`src/rtl/noise_burst_ctrl_pkg.sv`:
```
// Shared types and constants for the noise burst envelope sequencer.
// Default build has no loop port; define NOISE_BURST_LOOP_EN in the top for burst looping.
package noise_ctrl_pkg;

   localparam int DW_DEF    = 16;
   localparam int ENV_W_DEF = 8;
   localparam int CNT_W_DEF = 16;

   // Envelope phase; the encoding is visible on state_o.
   typedef enum logic [1:0] {
      ST_IDLE    = 2'd0,
      ST_ATTACK  = 2'd1,
      ST_SUSTAIN = 2'd2,
      ST_RELEASE = 2'd3
   } state_t;

   // Largest unsigned gain representable in env_w bits.
   function automatic int gain_max(input int env_w);
      return (1 << env_w) - 1;
   endfunction

endpackage

```
`src/rtl/noise_burst_ctrl_gain_mul.sv`:
```
// Signed noise word times unsigned gain, scaled back by 2^ENV_W and truncated to DW.
// Purely combinational so it can be reused in per-voice gain stages.
module noise_gain_mul #(
   parameter int DW    = 16,
   parameter int ENV_W = 8
) (
   input  logic [DW-1:0]    noise_i,
   input  logic [ENV_W-1:0] gain_i,
   output logic [DW-1:0]    prod_o
);

   logic signed [DW+ENV_W:0] prod_full;
   logic                     unused_prod_bits;

   // Gain is zero-extended so the multiply stays signed without flipping large gains negative.
   always_comb begin
      prod_full = $signed(noise_i) * $signed({1'b0, gain_i});
   end

   assign prod_o           = prod_full[DW+ENV_W-1:ENV_W];
   assign unused_prod_bits = ^{prod_full[ENV_W-1:0], prod_full[DW+ENV_W]};

endmodule

```
`src/rtl/noise_burst_ctrl.sv`:
```
// Envelope sequencer for the LFSR noise source: trig starts an attack/sustain/release
// burst paced by sample_tick; each accepted tick scales the noise word by the envelope
// gain and presents it on a valid/ready output.
// Optional macro NOISE_BURST_LOOP_EN adds a 'loop' input that restarts the attack when
// the release reaches zero gain.
module noise_burst_ctrl
   import noise_ctrl_pkg::*;
#(
   parameter int DW    = DW_DEF,
   parameter int ENV_W = ENV_W_DEF,
   parameter int CNT_W = CNT_W_DEF
) (
   input  logic             clk,
   input  logic             reset,
   input  logic             sample_tick,
   input  logic             trig,
   input  logic             abort,
`ifdef NOISE_BURST_LOOP_EN
   input  logic             loop,
`endif
   input  logic [ENV_W-1:0] attack_step,
   input  logic [ENV_W-1:0] release_step,
   input  logic [CNT_W-1:0] sustain_len,
   input  logic [DW-1:0]    noise_in,
   output logic             noise_step,
   output logic [DW-1:0]    out_data,
   output logic             out_valid,
   input  logic             out_ready,
   output logic             busy,
   output logic [1:0]       state_o,
   output logic             overrun
);

   localparam logic [ENV_W-1:0] GAIN_MAX = ENV_W'(gain_max(ENV_W));

   state_t           state_q;
   logic [ENV_W-1:0] gain_q;
   logic [CNT_W-1:0] cnt_q;
   logic [ENV_W-1:0] attack_step_q;
   logic [ENV_W-1:0] release_step_q;
   logic [CNT_W-1:0] sustain_len_q;
   logic [DW-1:0]    out_data_q;
   logic             out_valid_q;
   logic             overrun_q;

   logic             slot_free;
   logic             tick_live;
   logic             sample_ev;
   logic             tick_drop;
   logic             trig_ok;
   logic [ENV_W:0]   attack_sum;
   logic             attack_sat;
   logic             release_empty;
   logic [DW-1:0]    scaled;

   // Scale with the gain held before this tick's envelope update.
   noise_gain_mul #(
      .DW    (DW),
      .ENV_W (ENV_W)
   ) u_gain_mul (
      .noise_i (noise_in),
      .gain_i  (gain_q),
      .prod_o  (scaled)
   );

   // Tick qualification and envelope arithmetic; abort suppresses any tick in its cycle.
   always_comb begin
      slot_free     = !out_valid_q || out_ready;
      tick_live     = sample_tick && (state_q != ST_IDLE) && !abort;
      sample_ev     = tick_live && slot_free;
      tick_drop     = tick_live && !slot_free;
      trig_ok       = trig && !abort && ((state_q == ST_IDLE) || (state_q == ST_RELEASE));
      attack_sum    = {1'b0, gain_q} + {1'b0, attack_step_q};
      attack_sat    = (attack_step_q == '0) || (attack_sum >= {1'b0, GAIN_MAX});
      release_empty = (release_step_q == '0) || (gain_q <= release_step_q);
   end

   // Envelope FSM, config latch and registered output slot.
   always_ff @(posedge clk or posedge reset) begin
      if (reset) begin
         state_q        <= ST_IDLE;
         gain_q         <= '0;
         cnt_q          <= '0;
         attack_step_q  <= '0;
         release_step_q <= '0;
         sustain_len_q  <= '0;
         out_data_q     <= '0;
         out_valid_q    <= 1'b0;
         overrun_q      <= 1'b0;
      end else begin
         if (sample_ev) begin
            out_data_q  <= scaled;
            out_valid_q <= 1'b1;
         end else if (out_ready) begin
            out_valid_q <= 1'b0;
         end

         if (tick_drop) begin
            overrun_q <= 1'b1;
         end

         if (abort) begin
            state_q <= ST_IDLE;
            gain_q  <= '0;
         end else if (trig_ok) begin
            attack_step_q  <= attack_step;
            release_step_q <= release_step;
            sustain_len_q  <= sustain_len;
            if (state_q == ST_IDLE) begin
               gain_q <= '0;
            end
            state_q <= ST_ATTACK;
         end else if (sample_ev) begin
            case (state_q)
               ST_ATTACK: begin
                  if (attack_sat) begin
                     gain_q  <= GAIN_MAX;
                     cnt_q   <= sustain_len_q;
                     state_q <= ST_SUSTAIN;
                  end else begin
                     gain_q <= attack_sum[ENV_W-1:0];
                  end
               end
               ST_SUSTAIN: begin
                  if (cnt_q == '0) begin
                     state_q <= ST_RELEASE;
                  end else begin
                     cnt_q <= cnt_q - CNT_W'(1);
                  end
               end
               ST_RELEASE: begin
                  if (release_empty) begin
                     gain_q <= '0;
`ifdef NOISE_BURST_LOOP_EN
                     state_q <= loop ? ST_ATTACK : ST_IDLE;
`else
                     state_q <= ST_IDLE;
`endif
                  end else begin
                     gain_q <= gain_q - release_step_q;
                  end
               end
               default: begin
                  state_q <= ST_IDLE;
               end
            endcase
         end
      end
   end

   assign noise_step = sample_ev;
   assign out_data   = out_data_q;
   assign out_valid  = out_valid_q;
   assign overrun    = overrun_q;
   assign busy       = (state_q != ST_IDLE);
   assign state_o    = state_q;

endmodule

```
`config.mk`:
```
export PLATFORM = sky130hd
export DESIGN_NAME = noise_burst_ctrl
export DESIGN_NICKNAME = d
export VERILOG_FILES = /design/src/rtl/noise_burst_ctrl_pkg.sv /design/src/rtl/noise_burst_ctrl_gain_mul.sv /design/src/rtl/noise_burst_ctrl.sv
export SDC_FILE = /design/constraint.sdc
export NUM_CORES = 1
export LEC_CHECK = 0
export BUFFER_PORTS_ARGS = -buffer_cell sky130_fd_sc_hd__buf_2
export CORE_UTILIZATION = 67
export CTS_CLUSTER_DIAMETER = 60
export DETAILED_ROUTE_END_ITERATION = 10
export PLACE_DENSITY = 0.92
export SYNTH_ARGS = -nofsm -noshare
export SYNTH_HDL_FRONTEND = slang
export SYNTH_HIERARCHICAL = 1
export SYNTH_SLANG_ARGS = --single-unit
```
`constraint.sdc`:
```
create_clock -name clk -period 12.5 [get_ports clk]
set_input_delay 2.5 -clock clk [delete_from_list [all_inputs] [get_ports clk]]
set_output_delay 2.5 -clock clk [all_outputs]
set_load 0.005 [all_outputs]
```
==> reports/metrics.cfg, run 1 <==
[outcome]
outcome = complete, no violations

[finish]
insertedDiodeCount = 0
syn_to_final_growth_pct = 8.95
fin_util = 0.746
drive_gt1_frac = 0.141
final_cell_mix = inv_1 (168), nand2_1 (160), fa_1 (101), dfrtp_1 (76), buf_2 (75)
design_area_um2 = 9410
fill_cells = 884
stdcell_count = 1204
layout.nets = 1246
layout_commonest_cell = inv_1

[critical_path]
worstPathArrival_ns = 7.13
path_cells = buf_2, nand2_1, fa_1, inv_1, fa_1, inv_1, fa_1, fa_1, inv_1, ha_1, a21oi_1, o2111ai_1, a221o_1, o41ai_1, xnor2_1, nand2_1, nand2_1
setup.worst_path.end_class = flop
critical_path_required_ns = 12.77
critPathMaxStageDelay_ns = 0.62
reg2reg_slack_ns = 6.85
timing.rr.end = out_data[15]
critPathLaunchType = input pin
r2r_start = gain_q[0]
path_max_fanout = 8
cp_slowest_cell = fa_1
criticalPathCategory = input pin to flop
r2r_cells = 16
cpMostUsedCell = fa_1

[clock_network]
clkLatencyLatePin_ns = 0.34
cts.reportedPaths.clkPinSlew_ns = 0.06
cts_tree = built
clock-sinks = 76
cts-htree-levels = 3
cts_root_buf = clkbuf_16
cts.repair.resized = 0
cts_setup_buffers = 0
clk_path_buf_depth = 2
holdBufCountCts = 0
cts_buffers = 9

[place]
dp.final_hpwl_um = 15200
io_buffers = 75
dp_slack_ns = 5.40
dp.cells = 1188
gp_congestion = 0.890
place_area_um2 = 9140

[floorplan]
coreArea_um2 = 12600
io_pins = 76
start_util = 0.685
die_h_um = 116
rows = 41
dieArea_um2 = 13400
dieWidth_um = 116

[yosys]
synth_nets = 1183
synthArstFlopShare = 1.00
avgSynthCellArea_um2 = 8.96
ys.flop_type = dfrtp_1
synthDistinctLibCells = 66
synth_edf_count = 0
netlist_area_um2 = 8640
synthCells = 964
ys_seq_elements = 76
yosys_warnings = 6
seq_area_frac_synth = 0.220

[drt]
drtIter0Drc = 455
dr.pass1.iters = 5
drc = 0
wl_um = 20200
vias = 7116
wl_per_cell_um = 16.8
via_per_inst = 5.91
ant_nets = 0

[hold_path]
worstHoldStart = out_data[8]
hold_end = out_data[8]
hp-class = flop to flop
hold_depth = 2

[timing]
period_minus_slack_ns = 6.86
slew_headroom = 0.382
timing.setup.tns_ns = 0
slew_violations = 0
worst_pin_slew_ns = 0.928
fmax_ghz = 0.146
skew_ns = 0.00860
rsz0062_at_grt = false
setup_slack_ns = 5.64
setup_violations = 0
finalHoldViolations = 0
fin_crit_sh = 0.549

[global_routing]
antenna_found_initial = 0
grt_max_degree = 77
grt_pass1_wl_um = 34200
first_global_vias = 7541
grt.total_usage = 0.331
overflow = 0

[power]
power_density_nw_per_um2 = 96.1
leakagePower_uw = 0.00478
vdd_drop_max_v = 0.000113

[flow_run]
drv_cap = 0

-- registers in the layout, indices dropped and copies added (netlist names) --
| register | count |
|---|---|
| state_o | 2 |
| out_data | 16 |
| out_valid | 1 |
| gain_q | 8 |
| attack_step_q | 8 |
| overrun | 1 |
| sustain_len_q | 16 |
| cnt_q | 16 |
| release_step_q | 8 |
-- where the power goes --
| part | switching (uW) | internal, uW |
|---|---|---|
| Combinational | 163 | 130 |
| Clock | 101 | 135 |
| Sequential | 66.3 | 308 |
-- layer usage --
metal / part of all wire / up-vias / GRT usage
met3: 0.056 / 82 / 0.0460
met4: 0.044 / 0 / 0.190
met2: 0.52 / 309 / 0.598
li1: - / 3271 / -
met1: 0.38 / 3454 / 0.376
met5: 0 / - / 0
-- kinds of logic after synthesis --
group                    synth area share
AND/OR/NAND/NOR                     0.180
buffers and inverters              0.0879
adder cells (fa/ha/maj)             0.327
AO/OA/AOI/OAI                       0.128
flip-flops                          0.220
multiplexers                       0.0324
XOR/XNOR                           0.0243
-- critical path, delay by kind of cell --
family	cells	cell delay (ns)
AOI/OAI and AO/OA	4	1.19
xor gates and xnor gates	1	0.17
adders and majority gates	5	2.56
buffers and inverters	4	0.40
and+or+nand+nor	3	0.30
-- final cells by class --
class | count | area, um2 | share of cell area
clock buffers | 11 | 233 | 0.0247
clock inverters | 5 | 38.8 | 0.00412
flip-flops and latches | 76 | 1900 | 0.202
repair buffers | 79 | 405 | 0.0431
well taps | 172 | 215 | 0.0229
inverters | 170 | 638 | 0.0678
multi-input cells | 691 | 5980 | 0.635
-- through the flow --
step / hold WS [ns] / power, uW
2_1_floorplan: 0.468 / 573
3_3_place_gp: 0.456 / 642
3_5_place_dp: 0.463 / 661
4_1_cts: 0.483 / 903
5_1_grt: 0.500 / 958
6_report: 0.476 / 904
-- synth_stat cells (4+ instances only) --
cell type	instances	area (um2)
nor2_1	29	109
a21oi_1	27	135
xnor2_1	21	184
buf_1	4	15.0
nand3_1	5	25.0
fa_1	101	2020
ha_1	64	801
nand2_1	160	601
nor4_1	5	31.3
mux2_2	24	270
nand4_1	10	62.6
and2_1	57	357
a21oi_2	12	105
o22ai_1	5	31.3
nor3_1	10	50.1
nor2b_1	7	43.8
a21o_1	7	52.6
o21ai_0	36	180
inv_1	169	634
a31oi_1	17	106
clkbuf_1	19	71.3
a211oi_1	7	52.6
o21ai_1	5	25.0
dfrtp_1	76	1900
a221o_1	5	50.1
o2111ai_1	4	35.0
nand2b_1	8	50.1
o21a_1	6	45.0
-- how the worst max path moves through the flow --
stage                             from      endpoint  slack (ns)  cells past startpoint
after floorplan           noise_in[15]  out_data[14]        5.89                     19
after global placement    noise_in[15]  out_data[14]        5.59                     18
after detailed placement  noise_in[15]  out_data[15]        5.40                     17
after CTS                 noise_in[15]  out_data[15]        5.70                     17
after global routing      noise_in[15]  out_data[15]        5.45                     17
final                     noise_in[15]  out_data[15]        5.64                     17
Note: power is estimated with default switching activity, not from simulation.
==> inputs of run 2 (changes only) <==
--- a/config.mk
+++ b/config.mk
@@ -6,10 +6,10 @@
 export NUM_CORES = 1
 export LEC_CHECK = 0
 export BUFFER_PORTS_ARGS = -buffer_cell sky130_fd_sc_hd__buf_2
-export CORE_UTILIZATION = 67
+export CORE_UTILIZATION = 56
 export CTS_CLUSTER_DIAMETER = 60
 export DETAILED_ROUTE_END_ITERATION = 10
-export PLACE_DENSITY = 0.92
+export PLACE_DENSITY = 0.83
 export SYNTH_ARGS = -nofsm -noshare
 export SYNTH_HDL_FRONTEND = slang
 export SYNTH_HIERARCHICAL = 1
==> constraint.sdc (replaced) <==
create_clock -name clk -period 5.95 [get_ports clk]
set_input_delay 1.19 -clock clk [delete_from_list [all_inputs] [get_ports clk]]
set_output_delay 1.19 -clock clk [all_outputs]
set_load 0.005 [all_outputs]
==> reports/metrics.cfg, run 2 (synthesis results as in run 1) <==
[critical_path]
cpMostUsedCell = inv_1
critPathMaxStageDelay_ns = 0.64
path_cells = buf_2, nand2_1, inv_1, fa_1, inv_1, fa_1, inv_1, fa_1, inv_1, fa_1, inv_1, ha_1, nand2_1, a21oi_1, a221o_1, o41ai_1, xnor2_1, nand2_1, nand2_1
cp_slowest_cell = fa_1
path_max_fanout = 8
critical_path_required_ns = 6.18
crit_family = adder cells
worstPathArrival_ns = 5.69
critPathLaunchType = input pin
setup.worst_path.end_class = flop
criticalPathCategory = input pin to flop
r2r_start = gain_q[0]
cp-startpoint = noise_in[15]
path_buf_inv = 6

[finish]
syn_to_final_growth_pct = 9.93
layout_commonest_cell = inv_1
design_area_um2 = 9500
regArea_um2 = 1900
fin_util = 0.627
multi_input_area_um2 = 5980
fill_cells = 1241
insertedDiodeCount = 0
final_cell_mix = inv_1 (168), nand2_1 (160), fa_1 (101), dfrtp_1 (76), buf_2 (75)
layout.nets = 1251
stdcell_count = 1225
drive_gt1_frac = 0.147

[place]
dp.final_hpwl_um = 15200
dp.cells = 1209
place_area_um2 = 9200
gp_congestion = 0.872
io_buffers = 75

[clock_network]
clk_path_buf_depth = 2
cts.repair.resized = 0
holdBufCountCts = 0
clock-sinks = 76
cts_buffers = 9
cts_root_buf = clkbuf_16
cts-htree-levels = 3
cts_setup_buffers = 0
clkLatencyLatePin_ns = 0.35
cts.reportedPaths.clkPinSlew_ns = 0.06
cts_tree = built

[global_routing]
grt_pass1_wl_um = 33200
grt_max_degree = 77
antenna_found_initial = 0
first_global_vias = 7132
grt.total_usage = 0.264
overflow = 0

[timing]
setup_violations = 0
slew_violations = 0
skew_ns = 0.0188
finalHoldViolations = 0
slew_headroom = 0.373
timing.setup.tns_ns = 0
fmax_ghz = 0.183
hold_ws_ns = 0.466
rsz0062_at_grt = false
worst_pin_slew_ns = 0.941
fin_crit_sh = 0.917
period_minus_slack_ns = 5.45

[floorplan]
coreArea_um2 = 15100
io_pins = 76
die_h_um = 126
dieArea_um2 = 15900
rows = 45
start_util = 0.570
dieWidth_um = 126

[drt]
vias = 6985
dr.pass1.iters = 5
drtIter0Drc = 441
ant_nets = 0
wl_per_cell_um = 15.9
drc = 0
via_per_inst = 5.70
wl_um = 19500

[hold_path]
worstHoldStart = out_data[7]
hp-class = flop to flop

[power]
power_density_nw_per_um2 = 205
vdd_drop_max_v = 0.000257
leakagePower_uw = 0.00483

[outcome]
outcome = complete, no violations

[flow_run]
drv_cap = 0

## run 2: worst reg2reg max path: stages (launching register included)
cell	delay, ns
dfrtp_1	0.66
nand2_1	0.26
fa_1	0.59
inv_1	0.15
fa_1	0.53
inv_1	0.05
fa_1	0.46
fa_1	0.55
inv_1	0.04
ha_1	0.36
a21oi_1	0.19
o2111ai_1	0.13
a221o_1	0.38
o41ai_1	0.45
xnor2_1	0.14
nand2_1	0.08
nand2_1	0.06
## run 2: routing by layer
metal | global-route usage | part of all wire | vias up
met5 | 0 | 0 | -
met4 | 0.0985 | 0.031 | 0
met3 | 0.0459 | 0.047 | 41
met2 | 0.474 | 0.51 | 237
met1 | 0.318 | 0.41 | 3436
li1 | - | - | 3271
## run 2: path summary, 6_finish.rpt
kind	to	slack [ns]	cells past startpoint
worst max-delay path	out_data[15]	0.50	19
worst min-delay path	out_data[7]	0.47	2
worst max register to register	out_data[15]	0.76	16
worst min register to register	out_data[7]	0.47	2
max in group asynchronous	gain_q[3]	4.21	3
min in group asynchronous	sustain_len_q[8]	1.13	3
## run 2: final cells by class
class	instances	area share
sequential	76	0.200
tap	188	0.0248
inverter	170	0.0672
timing repair buffer	84	0.0466
clock inverter	7	0.00777
clock buffer	9	0.0237
multi-input combinational	691	0.630
## run 2: where the power goes
group          switching, uW  total [uW]  internal (uW)
clock network            227         554            327
logic                    336         610            274
registers                132         779            648
## run 2: per-stage QoR
step	setup slack, ns	power (uW)
4_1_cts	0.515	1940
3_3_place_gp	0.356	1350
6_report	0.495	1940
5_1_grt	0.140	2070
2_1_floorplan	0.654	1200
3_5_place_dp	0.277	1380
==> inputs of run 3 (changes only) <==
--- a/config.mk
+++ b/config.mk
@@ -5,8 +5,9 @@
 export SDC_FILE = /design/constraint.sdc
 export NUM_CORES = 1
 export LEC_CHECK = 0
+export ABC_AREA = 1
 export BUFFER_PORTS_ARGS = -buffer_cell sky130_fd_sc_hd__buf_2
-export CORE_UTILIZATION = 56
+export CORE_UTILIZATION = 57
 export CTS_CLUSTER_DIAMETER = 60
 export DETAILED_ROUTE_END_ITERATION = 10
 export PLACE_DENSITY = 0.83
==> reports/metrics.cfg, run 3 <==
[timing]
period_minus_slack_ns = 5.02
slew_violations = 0
finalHoldViolations = 0
worst_pin_slew_ns = 0.954
setup_violations = 0
timing.setup.tns_ns = 0
fin_crit_sh = 0.844
skew_ns = 0.00897
rsz0062_at_grt = false
setup_slack_ns = 0.930
slew_headroom = 0.363
fmax_ghz = 0.199

[yosys]
synthDistinctLibCells = 46
synth_nets = 1532
yosys.area.top_type = fa_1
yosys_warnings = 6
synth_edf_count = 0
synthArstFlopShare = 1.00
avgSynthCellArea_um2 = 7.27
synth_top_cell_area_share = 0.212
synth.area.top_cells = fa_1 (21%), dfrtp_1 (20%), nand2_1 (15%)
ys_seq_elements = 76
synthCells = 1313
synth.most_common_cell = nand2_1
seq_area_frac_synth = 0.199
netlist_area_um2 = 9550
ys_top_cells_by_count = nand2_1 (392), inv_1 (310), fa_1 (101)
ys.flop_type = dfrtp_1

[clock_network]
cts-htree-levels = 3
holdBufCountCts = 0
clk_path_buf_depth = 2
cts_root_buf = clkbuf_16
cts_setup_buffers = 0
cts.repair.resized = 0
clkLatencyLatePin_ns = 0.34
cts_tree = built
cts.reportedPaths.clkPinSlew_ns = 0.06
cts_buffers = 9
clock-sinks = 76

[place]
place_area_um2 = 10000
io_buffers = 75
dp.final_hpwl_um = 17700
gp_congestion = 0.916
dp.cells = 1561
dp_slack_ns = 0.588

[floorplan]
dieWidth_um = 131
dieArea_um2 = 17300
io_pins = 76
coreArea_um2 = 16100
start_util = 0.592
die_h_um = 131
rows = 46

[flow_run]
drv_cap = 0

[drt]
wl_um = 22400
drc = 0
via_per_inst = 5.22
vias = 8229
ant_nets = 0
dr.pass1.iters = 5
drtIter0Drc = 531
wl_per_cell_um = 14.2

[global_routing]
grt_max_degree = 53
grt.total_usage = 0.274
overflow = 0
grt_pass1_wl_um = 38300
antenna_found_initial = 0
first_global_vias = 8406

[finish]
final_cell_mix = nand2_1 (392), inv_1 (309), fa_1 (101), dfrtp_1 (76), buf_2 (75)
layout_commonest_cell = nand2_1
layout.nets = 1575
design_area_um2 = 10300
insertedDiodeCount = 0
drive_gt1_frac = 0.123
stdcell_count = 1577
syn_to_final_growth_pct = 8.02

[critical_path]
r2r_cells = 18
critPathLaunchType = input pin
cp-startpoint = noise_in[15]
path_max_fanout = 8
r2r_start = gain_q[2]
crit_end = out_data[13]
reg2reg_slack_ns = 1.01
critical_path_required_ns = 6.19
timing.rr.end = out_data[14]
setup.worst_path.end_class = flop
criticalPathCategory = input pin to flop
worstPathArrival_ns = 5.26

[power]
leakagePower_uw = 0.00623
vdd_drop_max_v = 0.000195
finalPower_uw = 1490
power_density_nw_per_um2 = 144

[outcome]
outcome = complete, no violations

[hold_path]
hp-class = flop to flop

## run 3: cell types whose count changed after synthesis, sizes merged, moves of 17 or more
cell    before  now
and2        57    0
clkbuf      19   39
inv        169  315
mux2        24    0
nand2      160  420
nand3        6   49
nand4       11   28
nor2        29   58
o21ai       41   68
## run 3: layout make-up
type,count,area (um2)
Sequential cell,76,1900
Fill cell,1411,5800
Clock inverter,5,60.1
Inverter,315,1180
Multi-Input combinational cell,874,6240
Tap cell,216,270
Timing Repair Buffer,80,413
Clock buffer,11,243
## run 3: how the worst min path moves through the flow
stage	from	to	cells past startpoint
2_1_floorplan	sustain_len_q[0]	sustain_len_q[0]	2
3_3_place_gp	sustain_len_q[0]	sustain_len_q[0]	2
3_5_place_dp	sustain_len_q[1]	sustain_len_q[1]	2
4_1_cts	sustain_len_q[0]	sustain_len_q[0]	2
5_1_grt	overrun	overrun	1
6_report	overrun	overrun	1
## run 3: per-layer routing
metal,wire length (um),vias to the layer above,GRT usage
met5,0,-,0
met4,518,0,0.100
met3,905,43,0.0336
met2,11900,248,0.509
met1,9050,3946,0.321
li1,-,3992,-
## run 3: worst max-delay path: stages
cell and delay (ns):
buf_2 0.14, nand2_1 0.13, inv_1 0.11, fa_1 0.64, inv_1 0.11, fa_1 0.54, inv_1 0.05, fa_1 0.52
inv_1 0.05, fa_1 0.53, inv_1 0.04, ha_1 0.36, inv_1 0.10, o21bai_1 0.08, o21bai_1 0.16, a21oi_1 0.17
nand3_1 0.10, nand2_1 0.06, nand2_1 0.04, nand2_1 0.06, nand2_1 0.04
## run 3: metrics by stage
stage | hold WS (ns) | util
2_1_floorplan | 0.437 | -
3_3_place_gp | 0.450 | 0.621
3_5_place_dp | 0.454 | 0.621
4_1_cts | 0.478 | 0.640
5_1_grt | 0.493 | 0.640
6_report | 0.473 | 0.640
## run 3: power by group
part           switching, uW  internal (uW)
registers               31.8            562
logic                    213            120
clock network            222            338
total                    467           1020
## run 3: kinds of logic (layout without fill, tap and decap cells)
kind of cell,Yosys count,in the layout,share of synthesized area
simple gates,570,570,0.262
buf+inv,363,411,0.148
fa+ha+maj,165,165,0.296
compound gates,115,115,0.0738
flops,76,76,0.199
xor+xnor,24,24,0.0220
